[src/rtl/ekf_stage_driver.sv]
// ekf_stage_driver
// Host-side initiator for the EKF-SLAM core stage handshake. One host command
// per stage (predict / new-landmark / update) is latched into the payload
// outputs. The matching stage_val bit is then raised until the core
// handshakes. The driver follows stage_rdy low and back high to detect
// completion. After an update, the four S words streamed on S_data are
// re-emitted with index/last qualifiers.
//
// Ports
//   clk, sys_rst       clock, asynchronous active-low reset
//   cmd_valid/ready    host command handshake (ready only while idle)
//   cmd_stage          one-hot stage select: 001 predict, 010 newlm, 100 update
//   cmd_lk, cmd_lm_num landmark index / landmark count
//   cmd_vlr, cmd_alpha predict velocity / steering angle
//   cmd_rk, cmd_phi    range / bearing measurement
//   stage_val          one-hot stage request to the core
//   stage_rdy          per-stage idle indication from the core
//   l_k .. phi         payload to the core, stable for the whole stage
//   S_data             innovation covariance words from the core
//   s_valid/idx/word/last  captured S stream (idx 0..3 = S00,S01,S10,S11)
//   done, err_tmo, err_cmd one-cycle status pulses
module ekf_stage_driver #(
  parameter int                RSA_DW  = 32,
  parameter int                RSA_AW  = 17,
  parameter int                ROW_LEN = 10,
  parameter int                TMO_W   = 16,
  parameter logic [TMO_W-1:0]  TMO_MAX = 16'hFFFF
) (
  input  logic               clk,
  input  logic               sys_rst,
  input  logic               cmd_valid,
  output logic               cmd_ready,
  input  logic [2:0]         cmd_stage,
  input  logic [ROW_LEN-1:0] cmd_lk,
  input  logic [ROW_LEN-1:0] cmd_lm_num,
  input  logic [RSA_DW-1:0]  cmd_vlr,
  input  logic [RSA_AW-1:0]  cmd_alpha,
  input  logic [RSA_DW-1:0]  cmd_rk,
  input  logic [RSA_AW-1:0]  cmd_phi,
  output logic [2:0]         stage_val,
  input  logic [2:0]         stage_rdy,
  output logic [ROW_LEN-1:0] l_k,
  output logic [ROW_LEN-1:0] landmark_num,
  output logic [RSA_DW-1:0]  vlr,
  output logic [RSA_AW-1:0]  alpha,
  output logic [RSA_DW-1:0]  rk,
  output logic [RSA_AW-1:0]  phi,
  input  logic [RSA_DW-1:0]  S_data,
  output logic               s_valid,
  output logic [1:0]         s_idx,
  output logic [RSA_DW-1:0]  s_word,
  output logic               s_last,
  output logic               done,
  output logic               err_tmo,
  output logic               err_cmd
);

  typedef enum logic [2:0] {IDLE, LAUNCH, BUSY_LO, BUSY_HI, CAPTURE} state_t;

  localparam logic [TMO_W-1:0] TMO_LAST = TMO_MAX - 1'b1;

  state_t             state, state_nx;
  logic [2:0]         stage_q;
  logic [2:0]         stage_val_nx;
  logic [TMO_W-1:0]   tmo_cnt, tmo_nx;
  logic [1:0]         cap_cnt, cap_nx;
  logic               load;
  logic               done_nx, err_tmo_nx, err_cmd_nx;
  logic               s_valid_nx, s_last_nx;
  logic [1:0]         s_idx_nx;
  logic [RSA_DW-1:0]  s_word_nx;
  logic               stage_legal, sel_rdy, handshake, tmo_hit;

  assign cmd_ready   = (state == IDLE);
  assign stage_legal = (cmd_stage == 3'b001) || (cmd_stage == 3'b010) ||
                       (cmd_stage == 3'b100);
  // Only the ready bit of the stage in flight matters; the others are ignored.
  assign sel_rdy     = |(stage_q & stage_rdy);
  assign handshake   = |(stage_val & stage_rdy);
  assign tmo_hit     = (tmo_cnt == TMO_LAST);

  always_comb begin
    state_nx     = state;
    stage_val_nx = stage_val;
    tmo_nx       = tmo_cnt;
    cap_nx       = cap_cnt;
    load         = 1'b0;
    done_nx      = 1'b0;
    err_tmo_nx   = 1'b0;
    err_cmd_nx   = 1'b0;
    s_valid_nx   = 1'b0;
    s_last_nx    = 1'b0;
    s_idx_nx     = s_idx;
    s_word_nx    = s_word;
    case (state)
      IDLE: begin
        if (cmd_valid) begin
          load = 1'b1;
          if (stage_legal) begin
            state_nx     = LAUNCH;
            stage_val_nx = cmd_stage;
            tmo_nx       = '0;
          end else begin
            err_cmd_nx = 1'b1;
            done_nx    = 1'b1;
          end
        end
      end
      LAUNCH: begin
        if (handshake) begin
          stage_val_nx = '0;
          tmo_nx       = '0;
          state_nx     = BUSY_LO;
        end else if (tmo_hit) begin
          stage_val_nx = '0;
          err_tmo_nx   = 1'b1;
          done_nx      = 1'b1;
          state_nx     = IDLE;
        end else begin
          tmo_nx = tmo_cnt + 1'b1;
        end
      end
      BUSY_LO: begin
        // Timeout is tested first so the counter can never step past TMO_LAST.
        if (tmo_hit) begin
          err_tmo_nx = 1'b1;
          done_nx    = 1'b1;
          state_nx   = IDLE;
        end else begin
          tmo_nx = tmo_cnt + 1'b1;
          if (!sel_rdy) state_nx = BUSY_HI;
        end
      end
      BUSY_HI: begin
        if (sel_rdy) begin
          if (stage_q[2]) begin
            // The completion cycle already carries S00.
            state_nx   = CAPTURE;
            s_valid_nx = 1'b1;
            s_idx_nx   = 2'd0;
            s_word_nx  = S_data;
            cap_nx     = 2'd1;
          end else begin
            done_nx  = 1'b1;
            state_nx = IDLE;
          end
        end else if (tmo_hit) begin
          err_tmo_nx = 1'b1;
          done_nx    = 1'b1;
          state_nx   = IDLE;
        end else begin
          tmo_nx = tmo_cnt + 1'b1;
        end
      end
      CAPTURE: begin
        s_valid_nx = 1'b1;
        s_idx_nx   = cap_cnt;
        s_word_nx  = S_data;
        cap_nx     = cap_cnt + 1'b1;
        if (cap_cnt == 2'd3) begin
          s_last_nx = 1'b1;
          done_nx   = 1'b1;
          state_nx  = IDLE;
        end
      end
      default: state_nx = IDLE;
    endcase
  end

  // ---- state register ----
  always_ff @(posedge clk or negedge sys_rst) begin
    if (!sys_rst) state <= IDLE;
    else          state <= state_nx;
  end

  // ---- control, payload and output registers ----
  always_ff @(posedge clk or negedge sys_rst) begin
    if (!sys_rst) begin
      stage_q      <= '0;
      stage_val    <= '0;
      tmo_cnt      <= '0;
      cap_cnt      <= '0;
      l_k          <= '0;
      landmark_num <= '0;
      vlr          <= '0;
      alpha        <= '0;
      rk           <= '0;
      phi          <= '0;
      s_valid      <= 1'b0;
      s_idx        <= '0;
      s_word       <= '0;
      s_last       <= 1'b0;
      done         <= 1'b0;
      err_tmo      <= 1'b0;
      err_cmd      <= 1'b0;
    end else begin
      stage_val <= stage_val_nx;
      tmo_cnt   <= tmo_nx;
      cap_cnt   <= cap_nx;
      s_valid   <= s_valid_nx;
      s_idx     <= s_idx_nx;
      s_word    <= s_word_nx;
      s_last    <= s_last_nx;
      done      <= done_nx;
      err_tmo   <= err_tmo_nx;
      err_cmd   <= err_cmd_nx;
      if (load) begin
        stage_q      <= cmd_stage;
        l_k          <= cmd_lk;
        landmark_num <= cmd_lm_num;
        vlr          <= cmd_vlr;
        alpha        <= cmd_alpha;
        rk           <= cmd_rk;
        phi          <= cmd_phi;
      end
    end
  end

endmodule

[config.mk]
export PLATFORM = sky130hd
export DESIGN_NAME = ekf_stage_driver
export DESIGN_NICKNAME = d
export VERILOG_FILES = /design/src/rtl/ekf_stage_driver.sv
export SDC_FILE = /design/constraint.sdc
export NUM_CORES = 1
export LEC_CHECK = 0
export CORE_ASPECT_RATIO = 0.5
export CORE_UTILIZATION = 38
export DETAILED_ROUTE_END_ITERATION = 10
export PLACE_DENSITY = 0.86
export SLEW_MARGIN = 20
export SYNTH_ARGS = -nofsm -noshare
export SYNTH_HDL_FRONTEND = slang
export SYNTH_SLANG_ARGS = --single-unit
export TNS_END_PERCENT = 50
[constraint.sdc]
create_clock -name clk -period 2.1 [get_ports clk]
set_input_delay 0.42 -clock clk [delete_from_list [all_inputs] [get_ports clk]]
set_output_delay 0.42 -clock clk [all_outputs]
set_load 0.01 [all_outputs]
Word-level counts from Yosys, hierarchy flattened --
Index checks and enable logic that the tools add are counted.
Word-level totals: register bits after elaboration 184, logic and storage cells 98, output and inout bits 161, input port bits 159
Cells by class: muxes and demuxes 47, reductions and logical operators 12, bitwise operators 2, add/sub/neg operators 2, equal/unequal tests 17
Operator list (number):
- $mux W16 | 5
- $mux W32 | 2
- $pmux W16 S4 | 1
- $pmux W32 S2 | 1
- $mux W3 | 13
- $add A16 B1 Y16 const B | 1
- $eq A16 B16 Y1 const B | 1
- $pmux W3 S5 | 1
- $mux W1 | 14
- $reduce_and A4 Y1 | 3
- $ne A2 B2 Y1 const B | 5
- $eq A3 B2 Y1 const B | 3
- $mux W2 | 4
- $pmux W2 S2 | 2
- $and A3 B3 Y3 | 2
- $eq A3 B1 Y1 const B | 2
- $eq A3 B3 Y1 const B | 2
- $ne A3 B3 Y1 const B | 2
- $pmux W3 S2 | 1
- $reduce_or A3 Y1 | 2
- $pmux W1 S5 | 1
- $reduce_bool A2 Y1 | 2
- $reduce_bool A4 Y1 | 1
- $logic_not A3 Y1 | 1
- 7 further kinds | 8

Logic depth before layout (Yosys ltp) --
Gate-level depths: netlist of the first run.
depth in word-level cells 6, depth in mapped cells 9, mapped depth without buffers 7

Worst setup path before layout of the first run --
Ideal clock, no wire load.
path type input to register, from in stage_rdy[0], to reg tmo_cnt[13], arrival 2.116 ns, buffers on the path 1, setup time 0.078 ns, cell stages on the path 6, setup slack -0.094 ns, path through a222oi_1 -> nor2_2 -> or2_4 -> buf_6 -> or4_1 -> a21oi_1
Between the ends: longest elaborated chain between the ends 4, elaborated cells on any way between the ends 8
RTL lines:
- start: declaration | line 41 | input logic [2:0] stage_rdy,
- $and A3 B3 Y3 (on tied branches) | line 79, 78
- $reduce_or A3 Y1 (on tied branches) | line 79, 78
- $mux W16 / $ne A2 B2 Y1 (equally long branches)
- $pmux W16 S4 / $reduce_and A4 Y1 (equally long branches)
- end signal: assignment | line 198 | tmo_cnt <= tmo_nx;
- end: declaration | line 65 | logic [TMO_W-1:0] tmo_cnt, tmo_nx;
Parallel ways exist; a longest one is shown, timed or not. A chain may end at the register's enable or synchronous reset.

Worst setup path in the final report of the first run --
from in cmd_valid, to reg tmo_cnt[6]
Between the ends: longest elaborated chain between the ends 2
RTL lines:
- start: declaration | line 31 | input logic cmd_valid,
- $ne A2 B2 Y1 (no line)
- $reduce_and A4 Y1 (no line)
Every way passes these cells.

==> results.cfg, run 1 <==
[timing]
final.setup.tns_ns = -0.05874
final-hold-violation-count = 0
final_min_period_over_clock_period_pct = 101.1
timing.final.ws_setup_ns = -0.02295
final.hold.worst_slack_ns = 0.3971
timing.max_slew.rel_slack_pct = 66.78
fin_worst_skew_ns = 0.01655
rsz0062_at_grt = true
max_clock_freq_mhz = 471.0
worst_slew_pin_slew_ns = 0.4937
slew_violations = 0
final.min_clock_period_ns = 2.123
setup_viol = 3

[synthesis]
synth-xor-area-share_pct = 1.077
synth-async-reset-ratio_pct = 100.0
count_of_flip_flops_with_a_built_in_enable_after_synthesis = 0
yosys_register_bits = 184
synth_top_flop_cell = dfrtp_1
post_synthesis_compound_gate_area_fraction_pct = 3.489
netlist_area_um2 = 7316
synth_top_family_by_area = multiplexers
synth-adder-area-share_pct = 0.5131
synthesis.nets = 731
post_synth_inst_count = 569
yosys-mux-area-fraction_pct = 18.62
synth.yosys.warnings = 0
yosys.cell_types.count = 44
synth-simple-area-share_pct = 11.29
synth_area_per_cell_um2 = 12.86
synth_seq_area_share_pct = 62.94

[worst_setup_path]
critical_path_required_ns = 2.39
criticalPathCategory = input pin to flop
reg2reg_depth = 6
crit_end = tmo_cnt[6]$_DFFE_PN0P_
rrSetupSlack_ns = 0.02
timing.critical_path.from = cmd_valid
path_max_fanout = 6
worstSetupStartpointType = input pin
critical_path.reg2reg.startpoint = stage_q[0]$_DFFE_PN0P_
timing.critical_path.to_type = flop
timing.rr.end = tmo_cnt[6]$_DFFE_PN0P_
worstPathArrival_ns = 2.41

[drt]
drt-total-wl_um = 22340
vias_per_cell = 4.953
detail_route.iter0.violations = 448
drtAntennaViolNets = 0
routed_wirelength_normalized_by_instance_count_um = 18.55
first_pass_iters = 5
number_of_drc_violations_after_detailed_routing = 0
via_count = 5963

[cts]
clk-insertion-delay-late_ns = 0.43
clk_transition_reported_paths_ns = 0.08
cts.htree.levels = 4
cts_tree = yes
clkSinkCount = 184
root_buffer = clkbuf_16
cts_made_buffers = 17
clock_path_buffers = 2

[cells_and_area]
syn_to_final_growth_pct = 62.46
postLayoutCoreUtil_pct = 63.86
final_cell_count_no_fill = 1204
final_net_count = 1091
drive_gt1_share_pct = 23.89
fillerInstances = 1378

[floorplanning]
fp.dieH_um = 100.1
ios = 320
floorplan.core_area_um2 = 18610
design.die.area_um2 = 19840
initial_core_util_pct = 39.31
die_width_um = 198.2
placementRows = 35

[power_and_ir_drop]
power_per_cell_area_nw_per_um2 = 1463
post-layout-total-power_uw = 17380
vdd.ir_drop.worst_mv = 0.6531
leakagePower_uw = 0.005079

[grt]
maximum_number_of_pins_on_one_net_before_global_route_repair = 78
grt_residual_overflow = 0
gr-usage-met2_pct = 36.73
grt_first_pass_wirelength_um = 32310
gr-max-usage-layer = met2
grt_pass1_vias = 6053
number_of_antenna_violations_at_the_first_check_in_global_routing = 3
track_usage_pct = 21.15
grt_use_met3_pct = 4.267
grtUsageMet1_pct = 26.17

[outcome]
failed_checks = negative setup slack
status = complete, but fails checks

[place]
placer_congestion = 0.9218
dp_cells = 1157
dp_hpwl_um = 15880
numPortBuffers = 319

[worst_hold_path]
hp-class = input pin to asynchronous set/reset pin

[job]
cap_viol_max_count = 0
sequential cells by signal (all words and copies together), names as in the netlist, 10 cells and up:
signal and flops:
phi 17, tmo_cnt 16, vlr 32, l_k 10
landmark_num 10, alpha 17, rk 32, s_word 32
final cells by class:
cell class                 count  area [um^2]  area share [%]
sequential                   184         4607           38.76
timing repair buffer         369         3690           31.05
inverter                       8        32.53          0.2737
tap                          259        324.1           2.727
clock buffer                  19        452.9           3.811
multi-input combinational    349         2640           22.21
clock inverter                13        131.4           1.105
antenna                        3        7.507         0.06316
power breakdown:
part | switching (uW) | internal [uW]
sequential | 1020 | 5190
combinational | 3190 | 4790
clock | 1540 | 1650
worst min path at each step:
stage	start	to	slack (ns)	depth (start not counted)
after floorplan	sys_rst	alpha[0]$_DFFE_PN0P_	0.12	0
after global placement	sys_rst	phi[2]$_DFFE_PN0P_	0.24	1
after detailed placement	sys_rst	l_k[7]$_DFFE_PN0P_	0.24	1
after CTS	sys_rst	phi[0]$_DFFE_PN0P_	0.35	2
after global routing	sys_rst	phi[0]$_DFFE_PN0P_	0.38	2
final	sys_rst	phi[3]$_DFFE_PN0P_	0.40	2
worst max-delay path, stage by stage:
cell             delay (ns)
clkdlybuf4s50_1        0.50
nor4bb_4               0.32
a311oi_2               0.11
buf_4                  0.20
or2_4                  0.25
buf_4                  0.16
o41ai_2                0.34
a21oi_1                0.12
cell usage in the layout (no fill, tap or decap), types with 3 or more instances in the layout:
master,netlist,layout
a21oi_1,10,7
a22o_1,3,3
buf_12,0,7
buf_4,0,39
clkbuf_16,0,18
clkdlybuf4s50_1,0,313
dfrtp_1,184,182
diode_2,0,3
dlygate4sd2_1,0,3
ha_1,3,3
inv_1,7,7
inv_6,0,3
inv_8,0,5
mux2_2,121,121
nand2_1,111,111
nand3_1,4,4
nand4_1,5,5
nor2_1,21,21
nor4_1,8,8
o21ai_0,5,5
o31ai_1,6,5
or4_1,12,9
or4_4,0,3
xnor2_1,8,8
stage by stage:
step           instance area, um^2  setup WS [ns]
2_1_floorplan                 7317       -0.07863
6_report                     11890       -0.02295
5_1_grt                      11880       -0.07686
3_3_place_gp                 11090        -0.4700
4_1_cts                      11700        0.01664
3_5_place_dp                 11090        -0.5599
cell families (layout without fill, tap and decap cells):
group	after synthesis	after routing
flops	184	184
fa+ha+maj	3	3
compound gates	36	36
mux	121	121
xor+xnor	9	9
buf+inv	36	409
simple gates	180	180
other cells	0	3
cell usage after synthesis, types with 2 or more instances:
cell      instances  area share (%)
o21ai_0           5            0.34
dfrtp_1         184              63
inv_1             7            0.36
xnor2_1           8            0.96
a21oi_1          10            0.68
a222oi_1          2            0.27
and3_1            2            0.17
mux2_2          121              19
nor2_1           21             1.1
a32o_1            2            0.27
nand3_1           4            0.27
nor2b_1           2            0.17
o21a_1            2            0.21
ha_1              3            0.51
nor3_1            2            0.14
o31ai_1           6            0.62
or4_1            12             1.2
nand4_1           5            0.43
and2_1            2            0.17
buf_2             7            0.48
nor4_1            8            0.68
a22o_1            3            0.36
clkbuf_1         20             1.0
nand2_1         111             5.7
routing by layer:
layer / up-vias / wire [um] / part of all wire (%)
li1: 2700 / - / -
met1: 2961 / 8971 / 40
met2: 246 / 11590 / 52
met3: 56 / 1245 / 5.6
met4: 0 / 527 / 2.4
met5: - / 0 / 0
what timing repair did:
action	in CTS	in global routing
hold buffers	1	0
gates cloned	0	1
hold endpoints to repair	7	0
resized for setup	7	22
pin swaps	1	9
setup endpoints to repair	6	38
buffers inserted	0	10
No activity file was read; power rests on OpenSTA's default activity.
==> run 2, diff against run 1 <==
--- a/config.mk
+++ b/config.mk
@@ -5,10 +5,10 @@
 export SDC_FILE = /design/constraint.sdc
 export NUM_CORES = 1
 export LEC_CHECK = 0
-export CORE_ASPECT_RATIO = 0.5
-export CORE_UTILIZATION = 38
+export CORE_UTILIZATION = 39
+export CTS_BUF_LIST = sky130_fd_sc_hd__clkbuf_4 sky130_fd_sc_hd__clkbuf_8
 export DETAILED_ROUTE_END_ITERATION = 10
-export PLACE_DENSITY = 0.86
+export PLACE_DENSITY = 0.88
 export SLEW_MARGIN = 20
 export SYNTH_ARGS = -nofsm -noshare
 export SYNTH_HDL_FRONTEND = slang
==> results.cfg, run 2 (same netlist as run 1, synthesis figures left out) <==
[job]
cap_viol_max_count = 0

[cells_and_area]
commonest_cells_after_routing_fill_and_taps_aside = clkdlybuf4s50_1 (315), dfrtp_1 (182), mux2_2 (121)
multi_input_area_um2 = 2639
fin_area_um2 = 11670
largest_registers = rk x32, s_word x32, vlr x32
ff_latch_area_um2 = 4607
fillerInstances = 1361
commonest_non_fill_non_tap_cell_in_the_layout = clkdlybuf4s50_1
drive_gt1_share_pct = 23.51
syn_to_final_growth_pct = 59.48
final_net_count = 1089
insertedDiodeCount = 0

[drt]
detail_route.iter0.violations = 219
first_pass_iters = 11
vias_per_cell = 4.942
drtAntennaViolNets = 0
via_count = 5777
number_of_drc_violations_after_detailed_routing = 8
drt-total-wl_um = 20900
routed_wirelength_normalized_by_instance_count_um = 17.87

[worst_setup_path]
path_max_fanout = 7
criticalPathCategory = input pin to flop
rrSetupSlack_ns = 0.07
path_cells = clkdlybuf4s50_1 -> nor4bb_4 -> a311oi_2 -> buf_4 -> or2_1 -> or4_4 -> a21oi_2
max_stage_delay_ns = 0.54
slowest_stage = or4_4
reg2reg_depth = 8
timing.critical_path.to_type = flop
critical_path_required_ns = 2.49
worstPathArrival_ns = 2.43
critical_path.reg2reg.startpoint = tmo_cnt[0]$_DFFE_PN0P_
timing.rr.end = tmo_cnt[11]$_DFFE_PN0P_
worstSetupStartpointType = input pin

[power_and_ir_drop]
vdd.ir_drop.worst_mv = 0.8305
post-layout-total-power_uw = 16490
leakagePower_uw = 0.004988
power_per_cell_area_nw_per_um2 = 1413

[cts]
cts_made_buffers = 17
clkSinkCount = 184
clk-insertion-delay-late_ns = 0.47
cts_tree = yes
cts.htree.levels = 4
clock_path_buffers = 2
root_buffer = clkbuf_8
clk_transition_reported_paths_ns = 0.11

[timing]
max_clock_freq_mhz = 490.1
slew_violations = 0
timing.final.ws_setup_ns = 0.05961
rsz0062_at_grt = true
timing.max_slew.rel_slack_pct = 71.18
fin_worst_skew_ns = 0.01713
final_min_period_over_clock_period_pct = 97.16
setup_viol = 0
worst_slew_pin_slew_ns = 0.4322
final.setup.tns_ns = 0
final.min_clock_period_ns = 2.040
final-hold-violation-count = 0

[floorplanning]
ios = 320
floorplan.core_area_um2 = 18150
fp.dieH_um = 139.0
die_width_um = 139.0
design.die.area_um2 = 19310
placementRows = 49
initial_core_util_pct = 40.31

[place]
place_ws_ns = -0.4968
placedInstanceArea_um2 = 11150
placer_congestion = 0.8718
numPortBuffers = 319
dp_hpwl_um = 15840

[outcome]
failed_checks = design-rule violations
status = complete, but fails checks

[grt]
track_usage_pct = 22.35
number_of_antenna_violations_at_the_first_check_in_global_routing = 0
maximum_number_of_pins_on_one_net_before_global_route_repair = 57
grt_pass1_vias = 6006
grt_first_pass_wirelength_um = 33050
grt_residual_overflow = 0

[worst_hold_path]
hp-class = input pin to asynchronous set/reset pin
[run 2: cell count changes in the layout (fill, tap and decap cells not counted), moves of 3 or more]
cell | previous run | this run
diode_2 | 3 | 0
clkbuf_8 | 2 | 18
clkbuf_16 | 18 | 0
buf_12 | 7 | 11
buf_4 | 39 | 36
[run 2: where the power goes]
part	leakage, uW	switching, uW	internal [uW]
Sequential	0.00223	969	5180
Clock	0.000200	1420	1030
Combinational	0.00256	3110	4780
Total	0.00499	5500	11000
[run 2: worst max path at each step]
stage	startpoint	endpoint	slack (ns)
finish	cmd_stage[2]	tmo_cnt[5]$_DFFE_PN0P_	0.06
global route	cmd_stage[2]	tmo_cnt[5]$_DFFE_PN0P_	-0.008
CTS	cmd_stage[1]	tmo_cnt[5]$_DFFE_PN0P_	-0.04
detailed placement	cmd_stage[1]	tmo_cnt[11]$_DFFE_PN0P_	-0.50
global placement	cmd_stage[2]	tmo_cnt[3]$_DFFE_PN0P_	-0.42
floorplan	stage_rdy[0]	tmo_cnt[6]$_DFFE_PN0P_	-0.08
[run 2: worst max-delay path: cells and delay by family]
kind | cells | cell delay [ns]
AO/OA/AOI/OAI | 2 | 0.25
buffers and inverters | 2 | 0.67
AND/OR/NAND/NOR | 3 | 1.09
[run 2: final cells by class]
| type | count | share of cell area, % |
|---|---|---|
| Clock inverter | 14 | 1.362 |
| Multi-Input combinational cell | 349 | 22.62 |
| Inverter | 8 | 0.2574 |
| Sequential cell | 184 | 39.49 |
| Timing Repair Buffer | 367 | 31.70 |
| Tap cell | 229 | 2.456 |
| Clock buffer | 18 | 2.123 |
[run 2: metrics by stage]
step / util, % / instances / hold WS, ns
6_report: 64.29 / 1169 / 0.4403
5_1_grt: 64.29 / 1169 / 0.4374
4_1_cts: 63.78 / 1165 / 0.4315
3_5_place_dp: 61.42 / 1132 / 0.3740
3_3_place_gp: 61.42 / 1132 / 0.3691
2_1_floorplan: - / 569 / 0.1244
[run 2: repair_timing]
action                                  4_1_cts  5_1_grt
hold buffers                                  1        0
endpoints found under the setup margin        3       11
resized for setup                             3       14
buffers inserted                              0        4
endpoints found under the hold margin        38        0
pin swaps                                     1        2
[run 2: routing by layer]
metal	part of all wire [%]	GRT usage, %	wire [um]
met1	40	27.23	8406
met2	52	37.35	10780
met3	5.6	6.906	1172
met4	2.6	8.187	540
met5	0	0	0
